### src/rtl/if_id_fetch_stage_pkg.sv
// Shared constants and bundle types for the fetch stage and IF/ID register.
// Holds field slices, state encoding and the IF/ID payload layout.
package if_id_fetch_stage_pkg;

  localparam logic [31:0] NOP_INSTR    = 32'h0;
  localparam logic [31:0] RESET_PC_DEF = 32'h0000_3000;

  localparam int RS_HI = 25;
  localparam int RS_LO = 21;
  localparam int RT_HI = 20;
  localparam int RT_LO = 16;

  localparam logic [0:0] FETCH = 1'b0;
  localparam logic [0:0] KILL  = 1'b1;

  typedef struct packed {
    logic        valid;
    logic [31:0] instr;
    logic [31:0] pc4;
  } if_id_t;

endpackage

### src/rtl/if_id_fetch_stage_hazard.sv
// Load-use hazard compare against the IF/ID operands.
// Also keeps a saturating count of stall cycles.
module load_use_detect
  import if_id_fetch_stage_pkg::*;
#(
  parameter int CNT_W = 16
) (
  input  logic             clk,
  input  logic             rst,
  input  logic             id_valid,
  input  logic [4:0]       id_rs,
  input  logic [4:0]       id_rt,
  input  logic             ex_memtoreg,
  input  logic             ex_regwr,
  input  logic [4:0]       ex_rt,
  output logic             stall,
  output logic [CNT_W-1:0] stall_cnt
);

  logic ex_load;
  logic hit;

  assign ex_load = ex_memtoreg & ex_regwr & (ex_rt != 5'd0);
  // rt is compared even for formats that do not read it
  assign hit     = (ex_rt == id_rs) | (ex_rt == id_rt);
  assign stall   = id_valid & ex_load & hit;

  always_ff @(posedge clk or posedge rst) begin
    if (rst) begin
      stall_cnt <= '0;
    end else if (stall && (stall_cnt != {CNT_W{1'b1}})) begin
      stall_cnt <= stall_cnt + 1'b1;
    end
  end

endmodule

### src/rtl/if_id_fetch_stage.sv
// Fetch stage: PC, imem request port, one-entry skid buffer, IF/ID register.
// Redirects abandon an in-flight fetch through the KILL state.
module if_id_fetch_stage
  import if_id_fetch_stage_pkg::*;
#(
  parameter logic [31:0] RESET_PC = RESET_PC_DEF,
  parameter int          CNT_W    = 16
) (
  input  logic             clk,
  input  logic             rst,
  output logic             imem_req,
  output logic [31:0]      imem_addr,
  input  logic             imem_ready,
  input  logic [31:0]      imem_rdata,
  input  logic             redirect_valid,
  input  logic [31:0]      redirect_pc,
  input  logic             ex_memtoreg,
  input  logic             ex_regwr,
  input  logic [4:0]       ex_rt,
  output logic             id_valid,
  output logic [31:0]      id_instr,
  output logic [31:0]      id_pc_plus4,
  output logic             stall,
  output logic [CNT_W-1:0] stall_cnt
);

  localparam if_id_t BUBBLE = '{
    valid: 1'b0,
    instr: NOP_INSTR,
    pc4:   32'h0
  };

  logic [0:0]  state;
  logic [31:0] pc;
  logic [31:0] kill_addr;
  logic [31:0] pc_plus4;
  logic        fire;
  if_id_t      ifid;
  if_id_t      skid;

  assign pc_plus4 = pc + 32'd4;

  always_comb begin
    imem_req  = 1'b1;
    imem_addr = pc;
    if (state == KILL) begin
      imem_addr = kill_addr;
    end else begin
      imem_req  = !skid.valid;
    end
  end

  assign fire = imem_req & imem_ready;

  assign id_valid    = ifid.valid;
  assign id_instr    = ifid.instr;
  assign id_pc_plus4 = ifid.pc4;

  load_use_detect #(
    .CNT_W(CNT_W)
  ) u_lud (
    .clk        (clk),
    .rst        (rst),
    .id_valid   (ifid.valid),
    .id_rs      (ifid.instr[RS_HI:RS_LO]),
    .id_rt      (ifid.instr[RT_HI:RT_LO]),
    .ex_memtoreg(ex_memtoreg),
    .ex_regwr   (ex_regwr),
    .ex_rt      (ex_rt),
    .stall      (stall),
    .stall_cnt  (stall_cnt)
  );

  always_ff @(posedge clk or posedge rst) begin
    if (rst) begin
      state     <= FETCH;
      pc        <= RESET_PC;
      kill_addr <= RESET_PC;
      ifid      <= BUBBLE;
      skid      <= BUBBLE;
    end else if (state == FETCH) begin
      if (redirect_valid) begin
        pc         <= redirect_pc;
        ifid       <= BUBBLE;
        skid.valid <= 1'b0;
        if (imem_req && !imem_ready) begin
          kill_addr <= pc;
          state     <= KILL;
        end
      end else if (!stall && skid.valid) begin
        ifid       <= '{valid: 1'b1, instr: skid.instr, pc4: skid.pc4};
        skid.valid <= 1'b0;
      end else if (fire && !stall) begin
        ifid <= '{valid: 1'b1, instr: imem_rdata, pc4: pc_plus4};
        pc   <= pc_plus4;
      end else if (fire && stall) begin
        // ID is frozen; park the returning word until it can move
        skid <= '{valid: 1'b1, instr: imem_rdata, pc4: pc_plus4};
        pc   <= pc_plus4;
      end else if (!stall) begin
        ifid <= BUBBLE;
      end
    end else begin
      ifid <= BUBBLE;
      if (redirect_valid) begin
        pc <= redirect_pc;
      end
      if (imem_ready) begin
        state <= FETCH;
      end
    end
  end

endmodule
### config.mk
export PLATFORM = sky130hd
export DESIGN_NAME = if_id_fetch_stage
export DESIGN_NICKNAME = d
export VERILOG_FILES = /design/src/rtl/if_id_fetch_stage_pkg.sv /design/src/rtl/if_id_fetch_stage_hazard.sv /design/src/rtl/if_id_fetch_stage.sv
export SDC_FILE = /design/constraint.sdc
export NUM_CORES = 1
export LEC_CHECK = 0
export ABC_AREA = 1
export ABC_CLOCK_PERIOD_IN_PS = 16000
export BUFFER_PORTS_ARGS = -buffer_cell sky130_fd_sc_hd__buf_4
export CAP_MARGIN = 20
export CORE_UTILIZATION = 61
export CTS_CLUSTER_DIAMETER = 80
export DETAILED_ROUTE_END_ITERATION = 10
export MAX_ROUTING_LAYER = met4
export PLACE_DENSITY = 0.86
export SYNTH_ARGS = -nofsm -noshare
export SYNTH_HDL_FRONTEND = slang
export SYNTH_SLANG_ARGS = --single-unit
### constraint.sdc
create_clock -name clk -period 16 [get_ports clk]
set_input_delay 1.6 -clock clk [delete_from_list [all_inputs] [get_ports clk]]
set_output_delay 1.6 -clock clk [all_outputs]
set_load 0.02 [all_outputs]
==> results of run 1 <==
state kept, by name, summed over array words and instances (netlist names):
| signal | count |
|---|---|
| id_instr | 32 |
| state | 1 |
| skid | 65 |
| id_pc_plus4 | 32 |
| id_valid | 1 |
| u_lud.stall_cnt | 16 |
| pc | 32 |
| kill_addr | 32 |
through the flow:
stage	power [µW]	hold slack (ps)	cell area, µm²	util	setup WS [ps]
2_1_floorplan	803	443	10900	-	8640
3_3_place_gp	910	456	12300	0.707	11280
3_5_place_dp	917	463	12300	0.707	11150
4_1_cts	1470	476	13100	0.752	11670
5_1_grt	1530	502	13200	0.756	11580
6_report	1470	475	13200	0.756	11640
synth_stat cells, types with 4 or more instances:
master | number | area (µm²)
nand3_1 | 139 | 696
nor3_1 | 4 | 20.0
a31oi_1 | 19 | 119
nand4_1 | 63 | 394
a22oi_1 | 5 | 37.5
nand2_1 | 613 | 2300
nor2_1 | 95 | 357
a21oi_1 | 8 | 40.0
xnor2_1 | 6 | 52.6
inv_2 | 10 | 37.5
buf_1 | 25 | 93.8
dfstp_2 | 4 | 105
inv_1 | 77 | 289
xor2_1 | 17 | 149
clkbuf_1 | 31 | 116
buf_4 | 14 | 105
o21ai_0 | 113 | 566
dfrtp_1 | 207 | 5180
o22ai_1 | 8 | 50.1
buf_2 | 17 | 85.1
worst reg2reg max path, delay by kind of cell, from the launching register on:
kind / cells / cell delay [ps]
buffers and inverters: 6 / 2320
AND/OR/NAND/NOR: 5 / 580
flip-flops: 1 / 390
where the power goes:
group	internal [µW]	switching (µW)	total [µW]
Sequential	584	41.3	626
Clock	336	217	553
Combinational	104	186	290
Total	1020	444	1470
cell type report:
class | count | share of cell area
sequential | 211 | 0.401
multi-input combinational | 1105 | 0.374
timing repair buffer | 202 | 0.119
clock buffer | 32 | 0.0501
inverter | 87 | 0.0254
tap | 225 | 0.0214
clock inverter | 9 | 0.00959
final timing paths:
path / startpoint / to / slack [ps] / cells after the start
max reg2reg: state / skid[59] / 12640 / 11
min: skid[5] / skid[5] / 470 / 2
max in group asynchronous: rst / id_instr[21] / 13310 / 4
min reg2reg: skid[5] / skid[5] / 470 / 2
min in group asynchronous: rst / id_pc_plus4[28] / 1210 / 2
max: ex_rt[0] / stall / 11640 / 9
kinds of logic (layout without fill, tap and decap cells):
logic type	count (synthesis)	count (layout)	synth area share
AOI/OAI and AO/OA	155	155	0.0755
xor gates and xnor gates	23	23	0.0184
adders and majority gates	2	2	0.00229
buffers and inverters	176	330	0.0685
DFF	211	211	0.483
and+or+nand+nor	925	925	0.352
routing by layer:
metal / share of wire / GRT usage / up-vias / wire, µm
met5: 0 / - / - / 0
met4: 0.026 / 0.0994 / 0 / 784
met3: 0.080 / 0.0436 / 79 / 2440
met2: 0.49 / 0.554 / 526 / 14900
met1: 0.41 / 0.461 / 5124 / 12500
li1: - / - / 5099 / -
==> results.yml, run 1 <==
timing:
  post-route-period-util: 0.273
  fin_skew_ps: 12.6
  setup_viol: 0
  worst_pin_slew_ps: 1060
  tns_ps: 0
  slew_viol_final: 0
  timing.final.crit_period_ps: 4360
  rsz0062_at_grt: "no"
  slew_headroom: 0.289
  fmax_mhz: 229
  hold_viol: 0
critical_path:
  max_stage_delay_ps: 160
  required_ps: 14400
  cp_top_family: "simple AND/OR/NAND/NOR gates"
  cp-end-kind: "primary output"
  path_buf_inv: 3
  cp_cell_sequence: "buf_4, nor2_1, nor2_1, nor2_1, nand3_1, nand2_1, nand2_4, inv_2, buf_4"
  start_kind: "input pin"
  worstSetupPathType: "in -> out"
  crit_top_cell: "nor2_1"
  cp_slowest_cell: "nor2_1"
  crit_fanout: 18
  cp.arrival_ps: 2760
global_routing:
  grt_pass1_vias: 10100
  grt_overflow: 0
  antenna_found_initial: 0
  grt_max_degree: 130
  grt_pass1_wl_mm: 49.5
  track_usage: 0.345
synthesis:
  syn-cell-area_um2: 10900
  syn_inst: 1492
  yosysWarnings: 0
  synth_edf_count: 0
  yosysSeqAreaShare: 0.483
  synth_cell_types: 30
  ys_ff_latch: 211
  synth_ff_type: "dfrtp_1"
  postSynthAreaPerCell_um2: 7.33
  ys_async_sr_fraction: 1.00
  synth_nets: 1569
die:
  die_height_um: 136
  core_um2: 17400
  dieArea_um2: 18500
  ioPinCount: 190
  initial_utilization: 0.628
  rows: 48
  die_w_um: 136
detailed_routing:
  route.detailed.drc: 0
  drtPass1Iterations: 6
  drt_iter0_markers: 1075
  vias: 10800
  finalWirelength_mm: 30.6
  ant_nets: 0
  wl_per_cell_um: 16.4
  viasPerCell: 5.79
cts:
  cts.sinks: 211
  cts_root_buf: "clkbuf_16"
  htree_levels: 1
  clkLatencyLatePin_ps: 510
  cts.reportedPaths.clkPinSlew_ps: 60
  cts_setup_buffers: 0
  cts.path.max_buffers: 3
  cts.repair.resized: 0
  cts_buffers: 23
  cts_tree: "done"
  ctsHoldBuffers: 0
power_and_ir_drop:
  power.density_nw_per_um2: 111
  cellLeakagePower_uw: 0.00706
  ir_worst_vdd_uv: 105
cells_and_area:
  syn_to_final_growth_pct: 20.4
  stdcell_count: 1871
  multiInputGateArea_um2: 4920
  nFillCells: 1321
  regArea_um2: 5290
  final_common_cell: "nand2_1"
  final_nets: 1707
  drive_gt1_frac: 0.162
  layout_common_cells: "612 x nand2_1, 205 x dfrtp_1, 199 x buf_4"
  diodes: 0
placement:
  gp_congestion: 0.959
  placement.io_buffers: 189
  dp.cells: 1827
  dp_hpwl_mm: 19.7
status:
  status: "completed"
hold_path:
  min_path_type: "reg -> reg"
job:
  drv_cap: 0
No activity file was read; power rests on OpenSTA's default activity.
==> inputs of run 2 (changes only) <==
--- a/config.mk
+++ b/config.mk
@@ -6,14 +6,14 @@
 export NUM_CORES = 1
 export LEC_CHECK = 0
 export ABC_AREA = 1
-export ABC_CLOCK_PERIOD_IN_PS = 16000
+export ABC_CLOCK_PERIOD_IN_PS = 4400
 export BUFFER_PORTS_ARGS = -buffer_cell sky130_fd_sc_hd__buf_4
 export CAP_MARGIN = 20
-export CORE_UTILIZATION = 61
+export CORE_UTILIZATION = 57
 export CTS_CLUSTER_DIAMETER = 80
 export DETAILED_ROUTE_END_ITERATION = 10
 export MAX_ROUTING_LAYER = met4
-export PLACE_DENSITY = 0.86
+export PLACE_DENSITY = 0.81
 export SYNTH_ARGS = -nofsm -noshare
 export SYNTH_HDL_FRONTEND = slang
 export SYNTH_SLANG_ARGS = --single-unit
==> constraint.sdc (replaced) <==
create_clock -name clk -period 4.4 [get_ports clk]
set_input_delay 0.44 -clock clk [delete_from_list [all_inputs] [get_ports clk]]
set_output_delay 0.44 -clock clk [all_outputs]
set_load 0.02 [all_outputs]
==> results.yml, run 2 (synthesis results as in run 1) <==
status:
  status: "completed"
global_routing:
  grt_pass1_wl_mm: 49.8
  antenna_found_initial: 0
  grt_overflow: 0
  track_usage: 0.319
  grt_max_degree: 105
  grt_pass1_vias: 10100
critical_path:
  start_kind: "flip-flop"
  cp.arrival_ps: 2750
  max_stage_delay_ps: 620
  reg2reg_depth: 8
  cp_top_family: "buffers and inverters"
  crit_fanout: 65
  reg2reg_to: "skid[33]"
  required_ps: 3960
  worstSetupPathType: "reg -> out"
  cp_slowest_cell: "buf_4"
  path_buf_inv: 4
  r2r-start: "state"
  ff2ff_setup_slack_ps: 1340
  cp-end-kind: "primary output"
  cp_cell_sequence: "nand2_1, inv_1, nor2_1, nor2_1, nand3_1, nand2_1, nand2_4, buf_4, inv_2, buf_4"
cts:
  cts_root_buf: "clkbuf_16"
  cts_buffers: 23
  cts.reportedPaths.clkPinSlew_ps: 60
  cts.sinks: 211
  cts.path.max_buffers: 3
  cts_setup_buffers: 0
  cts_tree: "done"
  htree_levels: 1
  clkLatencyLatePin_ps: 510
detailed_routing:
  finalWirelength_mm: 30.4
  ant_nets: 0
  wl_per_cell_um: 16.1
  viasPerCell: 5.69
  vias: 10700
  drt_iter0_markers: 941
  drtPass1Iterations: 6
  route.detailed.drc: 0
cells_and_area:
  syn_to_final_growth_pct: 20.0
  final_nets: 1710
  diodes: 0
  final_area_um2: 13100
  layout_common_cells: "612 x nand2_1, 205 x dfrtp_1, 200 x buf_4"
  final_common_cell: "nand2_1"
  largest-register: "skid"
  final_util: 0.700
  drive_gt1_frac: 0.160
  largest_register_ffs: 65
power_and_ir_drop:
  power.density_nw_per_um2: 394
  p_sw_uw: 1600
  cellLeakagePower_uw: 0.00703
  clockPowerShare: 0.355
  p_comb_frac: 0.201
  switching_share: 0.309
  ir_worst_vdd_uv: 272
  power.internal_uw: 3570
  p_seq_frac: 0.443
placement:
  placement.io_buffers: 189
  place_ws_ps: 1290
  gp_congestion: 0.937
  dp_hpwl_mm: 20.2
  dpl_cell_area_um2: 12400
hold_path:
  min_path_type: "in -> reg"
  min_to: "skid[61]"
  hold_depth: 3
  hp-start: "imem_rdata[29]"
timing:
  setup_viol: 0
  tns_ps: 0
  rsz0062_at_grt: "no"
  fmax_mhz: 313
  slew_headroom: 0.327
  post-route-period-util: 0.725
  worst_pin_slew_ps: 1010
  timing.final.crit_period_ps: 3190
  slew_viol_final: 0
  hold_viol: 0
  fin_skew_ps: 12.8
  whs_ps: 139
  fin_ws_ps: 1210
die:
  core_um2: 18800
  ioPinCount: 190
  rows: 50
  initial_utilization: 0.583
  dieArea_um2: 19800
  die_w_um: 141
  die_height_um: 141
job:
  drv_cap: 0
[run 2: cell types whose count changed in the layout (fill, tap and decap cells not counted), sizes merged]
cell	delta
clkbuf	+6
bufinv	-3
buf	+2
clkinv	-2
dlygate4sd3	+1
inv	-1
[run 2: cell type report]
type	count	area [µm²]
clock buffer	38	692
inverter	87	330
tap	234	293
sequential	211	5290
clock inverter	3	15.0
multi-input combinational	1105	4920
timing repair buffer	205	1590
fill	1583	5640
[run 2: how the worst max path moves through the flow]
stage | end | cells after the start | slack (ps) | from
floorplan | id_instr[0] | 1 | 1220 | rst
global placement | kill_addr[12] | 4 | 1460 | state
detailed placement | kill_addr[11] | 4 | 1290 | state
CTS | stall | 10 | 1230 | id_instr[18]
global route | skid[54] | 8 | 1000 | state
finish | stall | 10 | 1210 | id_instr[16]
[run 2: power groups by stage]
stage               Clock, µW  Sequential (µW)  Combinational, µW
CTS                      1850             2290               1040
global placement            0             2310               1000
floorplan                   0             2310                606
finish                   1840             2290               1040
global route             1930             2310               1150
detailed placement          0             2320               1030
[run 2: what timing repair did]
| item | CTS | global route |
|---|---|---|
| hold buffers | 0 | 1 |
| gates resized for setup | 0 | 0 |
| endpoints found under the hold margin | 0 | 1 |
[run 2: worst register-to-register path: stages (launching register included)]
cell     delay, ps
dfrtp_2        980
inv_2           70
nand2_1        110
nand2_1         90
inv_2          380
nand2_2        520
inv_2          610
nand2_1        150
nand2_1         90
[run 2: metal layers]
metal	global-route usage	up-vias	wire, µm	share of wire
met5	-	-	0	0
met4	0.115	0	941	0.031
met3	0.0328	75	1970	0.065
met2	0.499	472	14400	0.47
met1	0.434	5064	13100	0.43
li1	-	5105	-	-
[run 2: per-stage QoR]
step | cells | total power [µW]
5_1_grt | 1883 | 5390
3_5_place_dp | 1839 | 3350
2_1_floorplan | 1492 | 2920
3_3_place_gp | 1839 | 3320
4_1_cts | 1880 | 5180
6_report | 1883 | 5170
==> inputs of run 3 (changes only) <==
--- a/config.mk
+++ b/config.mk
@@ -6,14 +6,14 @@
 export NUM_CORES = 1
 export LEC_CHECK = 0
 export ABC_AREA = 1
-export ABC_CLOCK_PERIOD_IN_PS = 4400
+export ABC_CLOCK_PERIOD_IN_PS = 2600
 export BUFFER_PORTS_ARGS = -buffer_cell sky130_fd_sc_hd__buf_4
 export CAP_MARGIN = 20
-export CORE_UTILIZATION = 57
+export CORE_UTILIZATION = 51
 export CTS_CLUSTER_DIAMETER = 80
 export DETAILED_ROUTE_END_ITERATION = 10
 export MAX_ROUTING_LAYER = met4
-export PLACE_DENSITY = 0.81
+export PLACE_DENSITY = 0.77
 export SYNTH_ARGS = -nofsm -noshare
 export SYNTH_HDL_FRONTEND = slang
 export SYNTH_SLANG_ARGS = --single-unit
==> constraint.sdc (replaced) <==
create_clock -name clk -period 2.6 [get_ports clk]
set_input_delay 0.26 -clock clk [delete_from_list [all_inputs] [get_ports clk]]
set_output_delay 0.26 -clock clk [all_outputs]
set_load 0.02 [all_outputs]
==> results.yml, run 3 (synthesis results as in run 1) <==
status:
  status: "completed"
cells_and_area:
  diodes: 0
  stdcell_count: 1970
  final_common_cell: "nand2_1"
  syn_to_final_growth_pct: 25.3
  drive_gt1_frac: 0.163
  largest-register: "skid"
  final_nets: 1754
  largest_register_ffs: 65
  layout_common_cells: "612 x nand2_1, 207 x buf_4, 205 x dfrtp_1"
hold_path:
  min_to: "pc[14]"
  hold_depth: 3
  hp-start: "redirect_pc[14]"
  min_path_type: "in -> reg"
critical_path:
  reg2reg_depth: 8
  required_ps: 2340
  reg2reg_to: "skid[32]"
  ff2ff_setup_slack_ps: 300
  crit_fanout: 69
  worstSetupPathType: "reg -> out"
  cp-end-kind: "primary output"
  r2r-start: "skid[64]"
  cp_slowest_cell: "buf_4"
  start_kind: "flip-flop"
  max_stage_delay_ps: 600
  cp_cell_sequence: "inv_2, buf_4, nor2_1, nor2_1, buf_4"
  cp.arrival_ps: 2070
global_routing:
  grt_overflow: 0
  track_usage: 0.295
  grt_pass1_wl_mm: 51.0
  grt_max_degree: 70
  grt_pass1_vias: 10200
  antenna_found_initial: 0
detailed_routing:
  vias: 10900
  wl_per_cell_um: 15.8
  ant_nets: 0
  routed-wl-met2_mm: 14.8
  drtPass1Iterations: 8
  wl_met1_mm: 13.3
  viasPerCell: 5.52
  finalWirelength_mm: 31.2
  route.detailed.drc: 0
  wl_met3_mm: 2.19
  top_layer: "met4"
  drt_iter0_markers: 918
timing:
  fmax_mhz: 430
  rsz0062_at_grt: "no"
  post-route-period-util: 0.895
  fin_skew_ps: 10.3
  worst_pin_slew_ps: 928
  timing.final.crit_period_ps: 2330
  hold_viol: 0
  tns_ps: 0
  slew_viol_final: 0
  slew_headroom: 0.378
  setup_viol: 0
power_and_ir_drop:
  cellLeakagePower_uw: 0.00727
  switching_share: 0.299
  p_seq_frac: 0.417
  power.internal_uw: 6480
  p_sw_uw: 2760
  clockPowerShare: 0.384
  ir_worst_vdd_uv: 597
  p_comb_frac: 0.199
  power.density_nw_per_um2: 673
placement:
  dp.cells: 1888
  gp_congestion: 0.945
  dp_hpwl_mm: 20.4
  placement.io_buffers: 189
cts:
  cts.reportedPaths.clkPinSlew_ps: 60
  cts_root_buf: "clkbuf_16"
  htree_levels: 1
  cts_setup_buffers: 0
  cts.repair.resized: 0
  ctsHoldBuffers: 38
  cts.path.max_buffers: 3
  clkLatencyLatePin_ps: 520
  cts.sinks: 211
  cts_buffers: 24
  cts_tree: "done"
die:
  initial_utilization: 0.521
  die_w_um: 148
  ioPinCount: 190
  rows: 53
  die_height_um: 148
  core_um2: 21000
  dieArea_um2: 22000
job:
  drv_cap: 0
==> run 3: layout make-up <==
cell class | count | area, µm²
clock inverters | 8 | 118
repair buffers | 248 | 1990
well taps | 275 | 344
inverters | 87 | 330
fillers | 1775 | 7310
clock buffers | 36 | 717
multi-input cells | 1105 | 4920
flip-flops and latches | 211 | 5290
==> run 3: routing by layer <==
layer  vias to the layer above  global-route usage
li1                       5190                   -
met1                      5151               0.402
met2                       450               0.464
met3                        74              0.0298
met4                         0              0.0923
met5                         -                   -
==> run 3: power by group through the flow <==
stage / combinational, µW / sequential, µW / clock [µW]
after floorplan: 1030 / 3910 / 0
after global placement: 1750 / 3880 / 0
after detailed placement: 1780 / 3900 / 0
after CTS: 1840 / 3840 / 3600
after global routing: 2030 / 3890 / 3730
final: 1840 / 3850 / 3550
==> run 3: worst max-delay path by stage <==
stage             start         endpoint  slack [ps]
2_1_floorplan       rst      id_instr[0]        -400
3_3_place_gp   skid[64]         skid[44]         420
3_5_place_dp   skid[64]         skid[44]         360
4_1_cts           state     imem_addr[2]         250
5_1_grt        skid[64]  id_pc_plus4[30]          50
6_report          state     imem_addr[2]         270
==> run 3: worst max-delay path: cells and delay by family, from the launching register on <==
family                 cells  cell delay (ps)
AND/OR/NAND/NOR            2              270
flip-flops                 1              420
buffers and inverters      3              850
==> run 3: through the flow <==
| stage | hold WS (ps) | worst slack [ps] | utilization | cell area [µm²] | total power (µW) |
|---|---|---|---|---|---|
| floorplan | 356 | -399 | - | 10900 | 4940 |
| CTS | 7.99 | 255 | 0.652 | 13700 | 9280 |
| finish | 15.7 | 274 | 0.652 | 13700 | 9230 |
| detailed placement | 414 | 361 | 0.595 | 12500 | 5680 |
| global placement | 414 | 416 | 0.595 | 12500 | 5630 |
| global route | 26.3 | 52.0 | 0.652 | 13700 | 9650 |
